**config.mk**
```make
export PLATFORM = sky130hd
export DESIGN_NAME = fcvt_wb_stage
export DESIGN_NICKNAME = d
export VERILOG_FILES = /design/src/rtl/fpu_pkg.sv /design/src/rtl/fcvt_flag_gen.sv /design/src/rtl/fcvt_wb_stage.sv
export SDC_FILE = /design/constraint.sdc
export NUM_CORES = 1
export LEC_CHECK = 0
export CORE_MARGIN = 5
export CORE_UTILIZATION = 54
export CTS_CLUSTER_SIZE = 40
export DETAILED_ROUTE_END_ITERATION = 12
export PLACE_DENSITY = 0.92
export SLEW_MARGIN = 20
export SYNTH_ARGS = -nofsm -noshare
export SYNTH_HDL_FRONTEND = slang
export SYNTH_SLANG_ARGS = --single-unit
```
**constraint.sdc**
```tcl
create_clock -name clk_i -period 8 [get_ports clk_i]
set_input_delay 0.8 -clock clk_i [delete_from_list [all_inputs] [get_ports clk_i]]
set_output_delay 0.8 -clock clk_i [all_outputs]
set_load 0.005 [all_outputs]
```
**src/rtl/fpu_pkg.sv**
```systemverilog
`default_nettype none
// ============================================================================
// Module : fpu_pkg
// Brief  : Shared FPU constants, flag bit positions and skid-buffer states.
// Rev    : 1.0
// ============================================================================
package fpu_pkg;

    localparam int FLAG_NV  = 4;
    localparam int FLAG_NX  = 0;
    localparam int EXP_BIAS = 127;

    localparam logic [31:0] c_INT_MAX      = 32'h7FFF_FFFF;
    localparam logic [31:0] c_UINT_MAX     = 32'hFFFF_FFFF;
    localparam logic [31:0] c_INT_MIN      = 32'h8000_0000;
    localparam logic [31:0] c_FP_NEG_2P31  = 32'hCF00_0000;

    typedef enum logic [1:0] {
        ST_EMPTY = 2'd0,
        ST_ONE   = 2'd1,
        ST_TWO   = 2'd2
    } skid_state_t;

endpackage
`default_nettype wire

```
**src/rtl/fcvt_flag_gen.sv**
```systemverilog
`default_nettype none
// ============================================================================
// Module : fcvt_flag_gen
// Brief  : Combinational RISC-V fixup of converter results plus NV/NX flags.
// Rev    : 1.0
// ============================================================================
module fcvt_flag_gen
    import fpu_pkg::*;
#(
    parameter int FLAG_W = 5
) (
    input  logic [31:0]       i_a,
    input  logic              i_signed,
    input  logic              i_to_float,
    input  logic [31:0]       i_cvt_result,
    output logic [31:0]       o_data,
    output logic [FLAG_W-1:0] o_flags
);

    localparam logic [7:0] c_EXP_MAX   = 8'hFF;
    localparam logic [7:0] c_EXP_ONE   = 8'(EXP_BIAS);
    localparam logic [7:0] c_EXP_S_OVF = 8'(EXP_BIAS + 30);
    localparam logic [7:0] c_EXP_U_OVF = 8'(EXP_BIAS + 31);
    localparam logic [7:0] c_EXP_EXACT = 8'(EXP_BIAS + 23);

    logic        w_s;
    logic [7:0]  w_e;
    logic [22:0] w_f;
    logic [7:0]  w_sh;
    logic [23:0] w_fmask;
    logic [31:0] w_m;
    logic [4:0]  w_p;
    logic [31:0] w_mmask;
    logic        w_nv;
    logic        w_nx;

    assign w_s = i_a[31];
    assign w_e = i_a[30:23];
    assign w_f = i_a[22:0];

    // Fraction bits below the binary point when 1.0 <= |x| < 2^23.
    assign w_sh    = c_EXP_EXACT - w_e;
    assign w_fmask = (24'd1 << w_sh) - 24'd1;

    always_comb begin
        w_m = (i_signed && w_s) ? (~i_a + 32'd1) : i_a;
        w_p = 5'd0;
        for (int i = 0; i < 32; i++) begin
            if (w_m[i]) w_p = 5'(i);
        end
        w_mmask = (32'd1 << (w_p - 5'd23)) - 32'd1;
    end

    always_comb begin
        o_data = i_cvt_result;
        w_nv   = 1'b0;
        w_nx   = 1'b0;
        if (i_to_float) begin
            if (i_signed && (i_a == c_INT_MIN)) begin
                o_data = c_FP_NEG_2P31;
            end else if (w_p > 5'd23) begin
                w_nx = |(w_m & w_mmask);
            end
        end else if (w_e == c_EXP_MAX) begin
            w_nv = 1'b1;
            if (w_f != 23'd0 || !w_s) o_data = i_signed ? c_INT_MAX : c_UINT_MAX;
            else                      o_data = i_signed ? c_INT_MIN : 32'd0;
        end else if (i_signed && (w_e > c_EXP_S_OVF) && (i_a != c_FP_NEG_2P31)) begin
            w_nv = 1'b1;
        end else if (!i_signed && !w_s && (w_e > c_EXP_U_OVF)) begin
            w_nv = 1'b1;
        end else if (!i_signed && w_s && (w_e >= c_EXP_ONE)) begin
            w_nv   = 1'b1;
            o_data = 32'd0;
        end else if (w_e < c_EXP_ONE) begin
            if (i_a[30:0] != 31'd0) begin
                w_nx   = 1'b1;
                o_data = 32'd0;
            end
        end else if (w_e < c_EXP_EXACT) begin
            w_nx = |(w_f & w_fmask[22:0]);
        end
    end

    always_comb begin
        o_flags          = '0;
        o_flags[FLAG_NV] = w_nv;
        o_flags[FLAG_NX] = w_nx;
    end

endmodule
`default_nettype wire

```
**src/rtl/fcvt_wb_stage.sv**
```systemverilog
`default_nettype none
// ============================================================================
// Module : fcvt_wb_stage
// Brief  : Registered FCVT writeback stage with skid buffer and sticky fflags.
// Rev    : 1.0
// ============================================================================
module fcvt_wb_stage
    import fpu_pkg::*;
#(
    parameter int RD_W   = 5,
    parameter int FLAG_W = 5
) (
    input  logic              clk_i,
    input  logic              rst_i,
    input  logic              valid_i,
    output logic              ready_o,
    input  logic [31:0]       a_i,
    input  logic              op_signed_i,
    input  logic              conv_type_i,
    input  logic [31:0]       cvt_result_i,
    input  logic [RD_W-1:0]   rd_i,
    output logic              wb_valid_o,
    input  logic              wb_ready_i,
    output logic [31:0]       wb_data_o,
    output logic [RD_W-1:0]   wb_rd_o,
    output logic              wb_to_fpr_o,
    output logic [FLAG_W-1:0] wb_flags_o,
    output logic [FLAG_W-1:0] fflags_o,
    input  logic              fflags_clr_i
);

    skid_state_t       r_state;
    logic [31:0]       r_out_data,  r_skid_data;
    logic [RD_W-1:0]   r_out_rd,    r_skid_rd;
    logic              r_out_fpr,   r_skid_fpr;
    logic [FLAG_W-1:0] r_out_flags, r_skid_flags;
    logic [FLAG_W-1:0] r_fflags;

    logic [31:0]       w_data;
    logic [FLAG_W-1:0] w_flags;
    logic              w_accept;
    logic              w_fire;

    fcvt_flag_gen #(
        .FLAG_W (FLAG_W)
    ) u_flag_gen (
        .i_a          (a_i),
        .i_signed     (op_signed_i),
        .i_to_float   (conv_type_i),
        .i_cvt_result (cvt_result_i),
        .o_data       (w_data),
        .o_flags      (w_flags)
    );

    // Handshake signals decode only the state register: wb_ready_i never reaches ready_o.
    assign ready_o    = (r_state != ST_TWO);
    assign wb_valid_o = (r_state != ST_EMPTY);
    assign w_accept   = valid_i && ready_o;
    assign w_fire     = wb_valid_o && wb_ready_i;

    always_ff @(posedge clk_i) begin
        if (rst_i) begin
            r_state      <= ST_EMPTY;
            r_out_data   <= '0;
            r_out_rd     <= '0;
            r_out_fpr    <= 1'b0;
            r_out_flags  <= '0;
            r_skid_data  <= '0;
            r_skid_rd    <= '0;
            r_skid_fpr   <= 1'b0;
            r_skid_flags <= '0;
            r_fflags     <= '0;
        end else begin
            r_fflags <= (fflags_clr_i ? '0 : r_fflags) | (w_fire ? r_out_flags : '0);
            case (r_state)
                ST_EMPTY: begin
                    if (w_accept) begin
                        r_out_data  <= w_data;
                        r_out_rd    <= rd_i;
                        r_out_fpr   <= conv_type_i;
                        r_out_flags <= w_flags;
                        r_state     <= ST_ONE;
                    end
                end
                ST_ONE: begin
                    if (w_accept && !w_fire) begin
                        r_skid_data  <= w_data;
                        r_skid_rd    <= rd_i;
                        r_skid_fpr   <= conv_type_i;
                        r_skid_flags <= w_flags;
                        r_state      <= ST_TWO;
                    end else if (w_fire && !w_accept) begin
                        r_state <= ST_EMPTY;
                    end else if (w_fire && w_accept) begin
                        r_out_data  <= w_data;
                        r_out_rd    <= rd_i;
                        r_out_fpr   <= conv_type_i;
                        r_out_flags <= w_flags;
                    end
                end
                ST_TWO: begin
                    if (w_fire) begin
                        r_out_data  <= r_skid_data;
                        r_out_rd    <= r_skid_rd;
                        r_out_fpr   <= r_skid_fpr;
                        r_out_flags <= r_skid_flags;
                        r_state     <= ST_ONE;
                    end
                end
                default: r_state <= ST_EMPTY;
            endcase
        end
    end

    assign wb_data_o   = r_out_data;
    assign wb_rd_o     = r_out_rd;
    assign wb_to_fpr_o = r_out_fpr;
    assign wb_flags_o  = r_out_flags;
    assign fflags_o    = r_fflags;

endmodule
`default_nettype wire

```
Word level (Yosys, flattened, before mapping)
Cells that the tools add are included.
{ "totals": {"regBits": 90, "wordCells": 156} }
{ "classes": {"addsub": 5, "order_cmp": 6, "n_eq_ne": 12, "shift": 2, "n_mux": 89, "n_bitwise": 4, "reduce_logical": 28} }
{ "ops": {"columns": ["operator", "n"], "rows": [
  ["two-way mux 32 bit", 17],
  ["two-way mux 5 bit", 28],
  ["one-hot mux 32 bit (3 select lines)", 1],
  ["adder 32 x 1 -> 32 bit (second input constant)", 1],
  ["bitwise AND 32 bit", 1],
  ["== test 32 bit (second input constant)", 1],
  ["two-way mux 4 bit", 8],
  ["inequality test 32 bit (second input constant)", 1],
  ["NOT 32 bit", 1],
  ["OR reduction 32 bit", 1],
  ["left shift 1 x 5 -> 32 bit (first input constant)", 1],
  ["subtractor 32 x 1 -> 32 bit (second input constant)", 1],
  ["nonzero test 31 bit", 1],
  ["one-hot mux 5 bit (3 select lines)", 2],
  ["bitwise AND 23 bit", 1],
  ["nonzero test 23 bit", 1],
  ["OR reduction 23 bit", 1],
  ["left shift 1 x 8 -> 23 bit (first input constant)", 1],
  ["subtractor 23 x 1 -> 23 bit (second input constant)", 1],
  ["two-way mux 1 bit", 21],
  ["> comparator 8 bit (second input constant)", 2],
  ["logical AND 1 bit", 13],
  ["two-way mux 2 bit", 6],
  ["two-way mux 3 bit", 4],
  ["22 further kinds", 30]
]} }

Depth between registers and ports, before layout
{ "logic_depth": {"depth_word": 46, "ltp_mapped": 22} }

Cells and area by module
A second synthesis with hierarchy kept.
{ "hier_totals": {"cells_unflattened": 1169, "hier_area_um2": 8942.3} }
{ "modules_own_cells": {"columns": ["module", "n_inst", "cells_each", "area_each_um2"], "rows": [
  ["fcvt_flag_gen", 1, 735, 4754.6],
  ["fcvt_wb_stage", 1, 434, 4187.8]
]} }

Worst setup path before layout
OpenSTA, ideal clock, no wires.
{ "synth_path": {"path_kind": "input to register", "startpoint": "input a_i[24]", "endpoint": "register r_skid_flags[0]", "setup_ns": 0.137, "arrival_ns": 5.108, "t_required_ns": 7.863, "path_slack_ns": 2.754, "path_stages": 20, "path_buffers": 1, "cell_sequence": "clkbuf_1 > inv_1 > ha_1 > nor3b_1 > nand4_1 > or4_1 > and3_1 > nor3_1 > a211oi_1 > a31o_1 > nand2b_1 > or3_4 > ha_1 > inv_1 > mux2_1 > a221o_1 > and4b_1 > nand3_1 > a311oi_2 > a211oi_1"} }
{ "synth_between": {"elab_chain_cells": 19} }
{ "synth_rtl": {"columns": ["element", "line", "source"], "rows": [
  ["start: declaration", "fcvt_wb_stage.sv:17", "input logic [31:0] a_i,"],
  ["NOT 32 bit", "fcvt_flag_gen.sv:46", "w_m = (i_signed && w_s) ? (~i_a + 32'd1) : i_a;"],
  ["adder 32 x 1 -> 32 bit", "fcvt_flag_gen.sv:46", null],
  ["two-way mux 32 bit", "fcvt_flag_gen.sv:46", null],
  ["two-way mux 5 bit (8 in series)", "fcvt_flag_gen.sv:49", "if (w_m[i]) w_p = 5'(i);"],
  ["subtractor 5 bit", "fcvt_flag_gen.sv:51", "w_mmask = (32'd1 << (w_p - 5'd23)) - 32'd1;"],
  ["left shift 1 x 5 -> 32 bit", "fcvt_flag_gen.sv:51", null],
  ["subtractor 32 x 1 -> 32 bit", "fcvt_flag_gen.sv:51", null],
  ["bitwise AND 32 bit", "fcvt_flag_gen.sv:62", "w_nx = |(w_m & w_mmask);"],
  ["OR reduction 32 bit", "fcvt_flag_gen.sv:62", null],
  ["two-way mux 1 bit", "fcvt_flag_gen.sv:61", "end else if (w_p > 5'd23) begin"],
  ["two-way mux 1 bit", "fcvt_flag_gen.sv:59", "if (i_signed && (i_a == c_INT_MIN)) begin"],
  ["two-way mux 1 bit *", "fcvt_flag_gen.sv:58", "if (i_to_float) begin"],
  ["end signal: assignment", "fcvt_wb_stage.sv:90", "r_skid_flags <= w_flags;"],
  ["end: declaration", "fcvt_wb_stage.sv:36", "logic [FLAG_W-1:0] r_out_flags, r_skid_flags;"]
]} }
Mark *: on every way between the ends. The rest lies on a longest branch, timed or not.
A chain may end at the register's enable or synchronous reset.

Final worst setup path
{ "layout_path": {"startpoint": "input a_i[6]", "endpoint": "register r_skid_flags[0]"} }
{ "layout_between": {"elab_chain_cells": 37} }
{ "layout_rtl": {"columns": ["element", "line"], "rows": [
  ["NOT 32 bit", "fcvt_flag_gen.sv:46"],
  ["adder 32 x 1 -> 32 bit", "fcvt_flag_gen.sv:46"],
  ["two-way mux 32 bit", "fcvt_flag_gen.sv:46"],
  ["two-way mux 3 bit (2 in series)", "fcvt_flag_gen.sv:49"],
  ["two-way mux 4 bit (8 in series)", "fcvt_flag_gen.sv:49"],
  ["two-way mux 5 bit (16 in series)", "fcvt_flag_gen.sv:49"],
  ["subtractor 5 bit", "fcvt_flag_gen.sv:51"],
  ["left shift 1 x 5 -> 32 bit", "fcvt_flag_gen.sv:51"],
  ["subtractor 32 x 1 -> 32 bit", "fcvt_flag_gen.sv:51"],
  ["bitwise AND 32 bit", "fcvt_flag_gen.sv:62"],
  ["OR reduction 32 bit", "fcvt_flag_gen.sv:62"],
  ["two-way mux 1 bit", "fcvt_flag_gen.sv:61"],
  ["two-way mux 1 bit", "fcvt_flag_gen.sv:59"],
  ["two-way mux 1 bit *", "fcvt_flag_gen.sv:58"]
]} }
Marks and branches as above.

==> impl_results.md <==
* Total number of vias at 8,821
* Final hold vios at 0
* I/O pins at 126
* GRT Total Usage at 28.9%
* Setup tns final at 0 ps
* CTS Sinks at 84
* Clock edge transition at the registers on the reported setup and hold paths at 60 ps
* Final nets at 1,245
* Setup Slack @ Placement at 1230 ps
* FF+latch area at 0.00168 mm2
* Sequential share of power at 36.8%
* Antenna Nets Post-Route at 0
* PortBufs at 119
* Grt ovf at 0
* Worst Min Path Start: r_skid_rd[1]
* Die Y at 129 um
* Net Sw Frac at 32.7%
* Fmax at 154 MHz
* Total Power at 1.26 mW
* DR DRC count at 0
* Slew headroom at 30.3%
* Worst VDD drop at 0.108 mV
* CTS Buf Count at 9
* Clk root buf: clkbuf_16
* Initial core utilization at 54.9%
* Post-synth top area cell: dfxtp_1
* P_sw at 413 uW
* Vias in the first global route at 7,848
* Synthesized cell area at 0.00759 mm2
* Warnings from Yosys at 0
* Antenna cells at 0
* Synth cell count leaders: 198 x nor2_1, 132 x a21oi_1, 91 x nand2_1
* Number of DRC markers in iteration 0 at 1,196
* Area growth syn-to-layout at 18.6%
* LEAKAGE at 3.14 nW
* TritonCTS clock tree: done
* RSZ-0062 raised after global routing: no
* Clock skew at 7.87 ps
* Pins Over Slew Limit at 0
* Avg Vias per Cell at 6.57
* Pwr Density at 140 mW/mm2
* Least-Margin Pin Slew at 1050 ps
* FF-to-FF Start: r_state[1]
* Asr flop ratio synth at 0%
* EDFF count, synth at 0
* First-pass GRT wire length at 39.7 mm
* Post-Syn Instances at 1,116
* Tcrit/Tclk final at 81.1%
* Post_cts resized at 0
* Setup Crit Path Kind: in -> reg
* Cell-internal power at 851 uW
* H-tree Lvls at 3
* CTS Buffer Depth at 2
* Clock Power Share at 33.0%
* Post-layout minimum cycle time at 6480 ps
* Final GP Congestion at 1.05
* Finish-stage setup viols at 0
* Die Width at 129 um
* Logic pwr share at 30.2%
* Yosys top cell area share at 22.2%
* Dpl cells at 1,327
* Crit path max fanout at 20
* Nature of the critical path endpoint: register
* Final worst setup slack at 1520 ps
* Synthesized flop and latch total at 84
* Most instantiated library cell after synthesis: nor2_1
* Post-Route WL at 24.9 mm
* Post-synthesis sequential area ratio at 22.2%
* Syn Area/Cell at 6.80 um2
* Rows at 43
* Area contributors post-synth: dfxtp_1 22%, nor2_1 9.8%, a21oi_1 8.7%
* Hold_ws at 456 ps
* Cell variety after synth at 89
* Worst hold path class: reg -> reg
* Routed len/inst at 18.5 um
* CP required at 8170 ps
* Die Area at 0.0165 mm2
* Final cell count without fillers at 1,343
* Largest net degree at the start of global routing at 85
* Worst setup path startpoint: a_i[6]
* Hold_buf cts at 0
* Status: complete, no violations
* Share of cells above drive strength 1 at 5.85%
* Top FF cell, synth: dfxtp_1
* Multi-input logic area at 0.00542 mm2
* Detailed Place HPWL at 17.7 mm
* Fillers at 1,202
* Core area at 0.0138 mm2
* Crit path DAT at 6650 ps
* Drt first pass iters at 6
* Initial antenna violation count at 0
* Clock Latency Late Sink at 340 ps
* Max Cap Violations at 0
* Post-CTS Setup Repair Bufs at 0
* Startpoint Class: input port
## power by group through the flow
stage               Clock, mW  Combinational, mW  Sequential, mW
detailed placement          0              0.370           0.474
finish                  0.417              0.382           0.465
CTS                     0.421              0.374           0.465
floorplan                   0              0.236           0.472
global placement            0              0.366           0.472
global route            0.439              0.416           0.468
## critical path: stages
cell,delay [ps]
clkdlybuf4s50_1,690
nor4_4,740
nand4_1,180
buf_4,250
or3_1,460
o41a_1,430
o22ai_2,280
o211ai_1,200
o21ai_1,250
nand2b_1,110
or3_4,390
ha_1,280
inv_1,130
mux2_1,330
a221o_1,330
and4b_1,240
nand3_1,100
a311oi_2,330
a211oi_1,120
## per-stage QoR
step	cell area [um2]	utilization [%]
global route	9000	65.1
detailed placement	8700	62.9
global placement	8700	62.9
finish	9000	65.1
CTS	9000	65.1
floorplan	7610	-
## state kept, by name, indices dropped and copies added (netlist names)
register and flops:
r_skid_data 32, wb_data_o 32, r_skid_rd 5, wb_rd_o 5, fflags_o 2, r_skid_flags 2, r_state 2, wb_flags_o 2
r_skid_fpr 1, wb_to_fpr_o 1
## layout by cell type (no fill, tap or decap), types with 5 or more instances in the layout
| master | count |
|---|---|
| a211oi_1 | 69 |
| or4_1 | 8 |
| o22ai_1 | 6 |
| and4_1 | 6 |
| a21oi_1 | 132 |
| and2_1 | 7 |
| o22a_1 | 6 |
| dfxtp_1 | 84 |
| nor2_1 | 197 |
| or3_1 | 16 |
| clkdlybuf4s50_1 | 118 |
| o2111ai_1 | 7 |
| mux2i_1 | 5 |
| o211ai_1 | 7 |
| o41ai_1 | 6 |
| nand2_1 | 91 |
| o21a_1 | 7 |
| inv_1 | 17 |
| a311oi_1 | 10 |
| nor2b_1 | 6 |
| nand3_1 | 25 |
| clkbuf_16 | 9 |
| a31oi_1 | 12 |
| conb_1 | 6 |
| o21ai_0 | 49 |
| nor3_1 | 31 |
| and3_1 | 8 |
| o31ai_1 | 7 |
| ha_1 | 11 |
| a21o_1 | 8 |
| xnor2_1 | 23 |
| nand4_1 | 15 |
| o21ai_1 | 5 |
| nor4_1 | 10 |
| xor2_1 | 9 |
| buf_4 | 17 |
| nor3b_1 | 7 |
## cell families (layout without fill, tap and decap cells)
group | Yosys count | after routing | synth area share (%)
AO/OA/AOI/OAI | 391 | 391 | 34.6
XOR/XNOR | 32 | 32 | 3.69
adder cells (fa/ha/maj) | 11 | 11 | 1.81
buffers and inverters | 128 | 170 | 6.97
flip-flops | 84 | 84 | 22.2
multiplexers | 7 | 7 | 0.956
other | 1 | 6 | 0.0494
AND/OR/NAND/NOR | 462 | 462 | 29.8
## worst paths after layout
path,to,slack (ps),depth (start not counted)
worst min register to register,r_skid_rd[1],460,2
worst max-delay path,r_skid_flags[0],1520,19
worst min-delay path,r_skid_rd[1],460,2
worst max register to register,wb_data_o[11],5230,11
## layout make-up
cell class | count | share of cell area [%]
sequential | 84 | 18.7
clock inverter | 6 | 0.764
multi-input combinational | 909 | 60.2
clock buffer | 10 | 2.54
tap | 180 | 2.50
timing repair buffer | 136 | 14.6
inverter | 18 | 0.751
## layer usage
metal  track usage, %  vias to the layer above  routed length (um)
met1             38.7                     4057               10300
met3             6.39                       88                2530
met2             44.9                      474               11100
met4             12.4                        0                1020
li1                 -                     4202                   -
met5                0                        -                   0
Power figures use the tool's default switching activity.
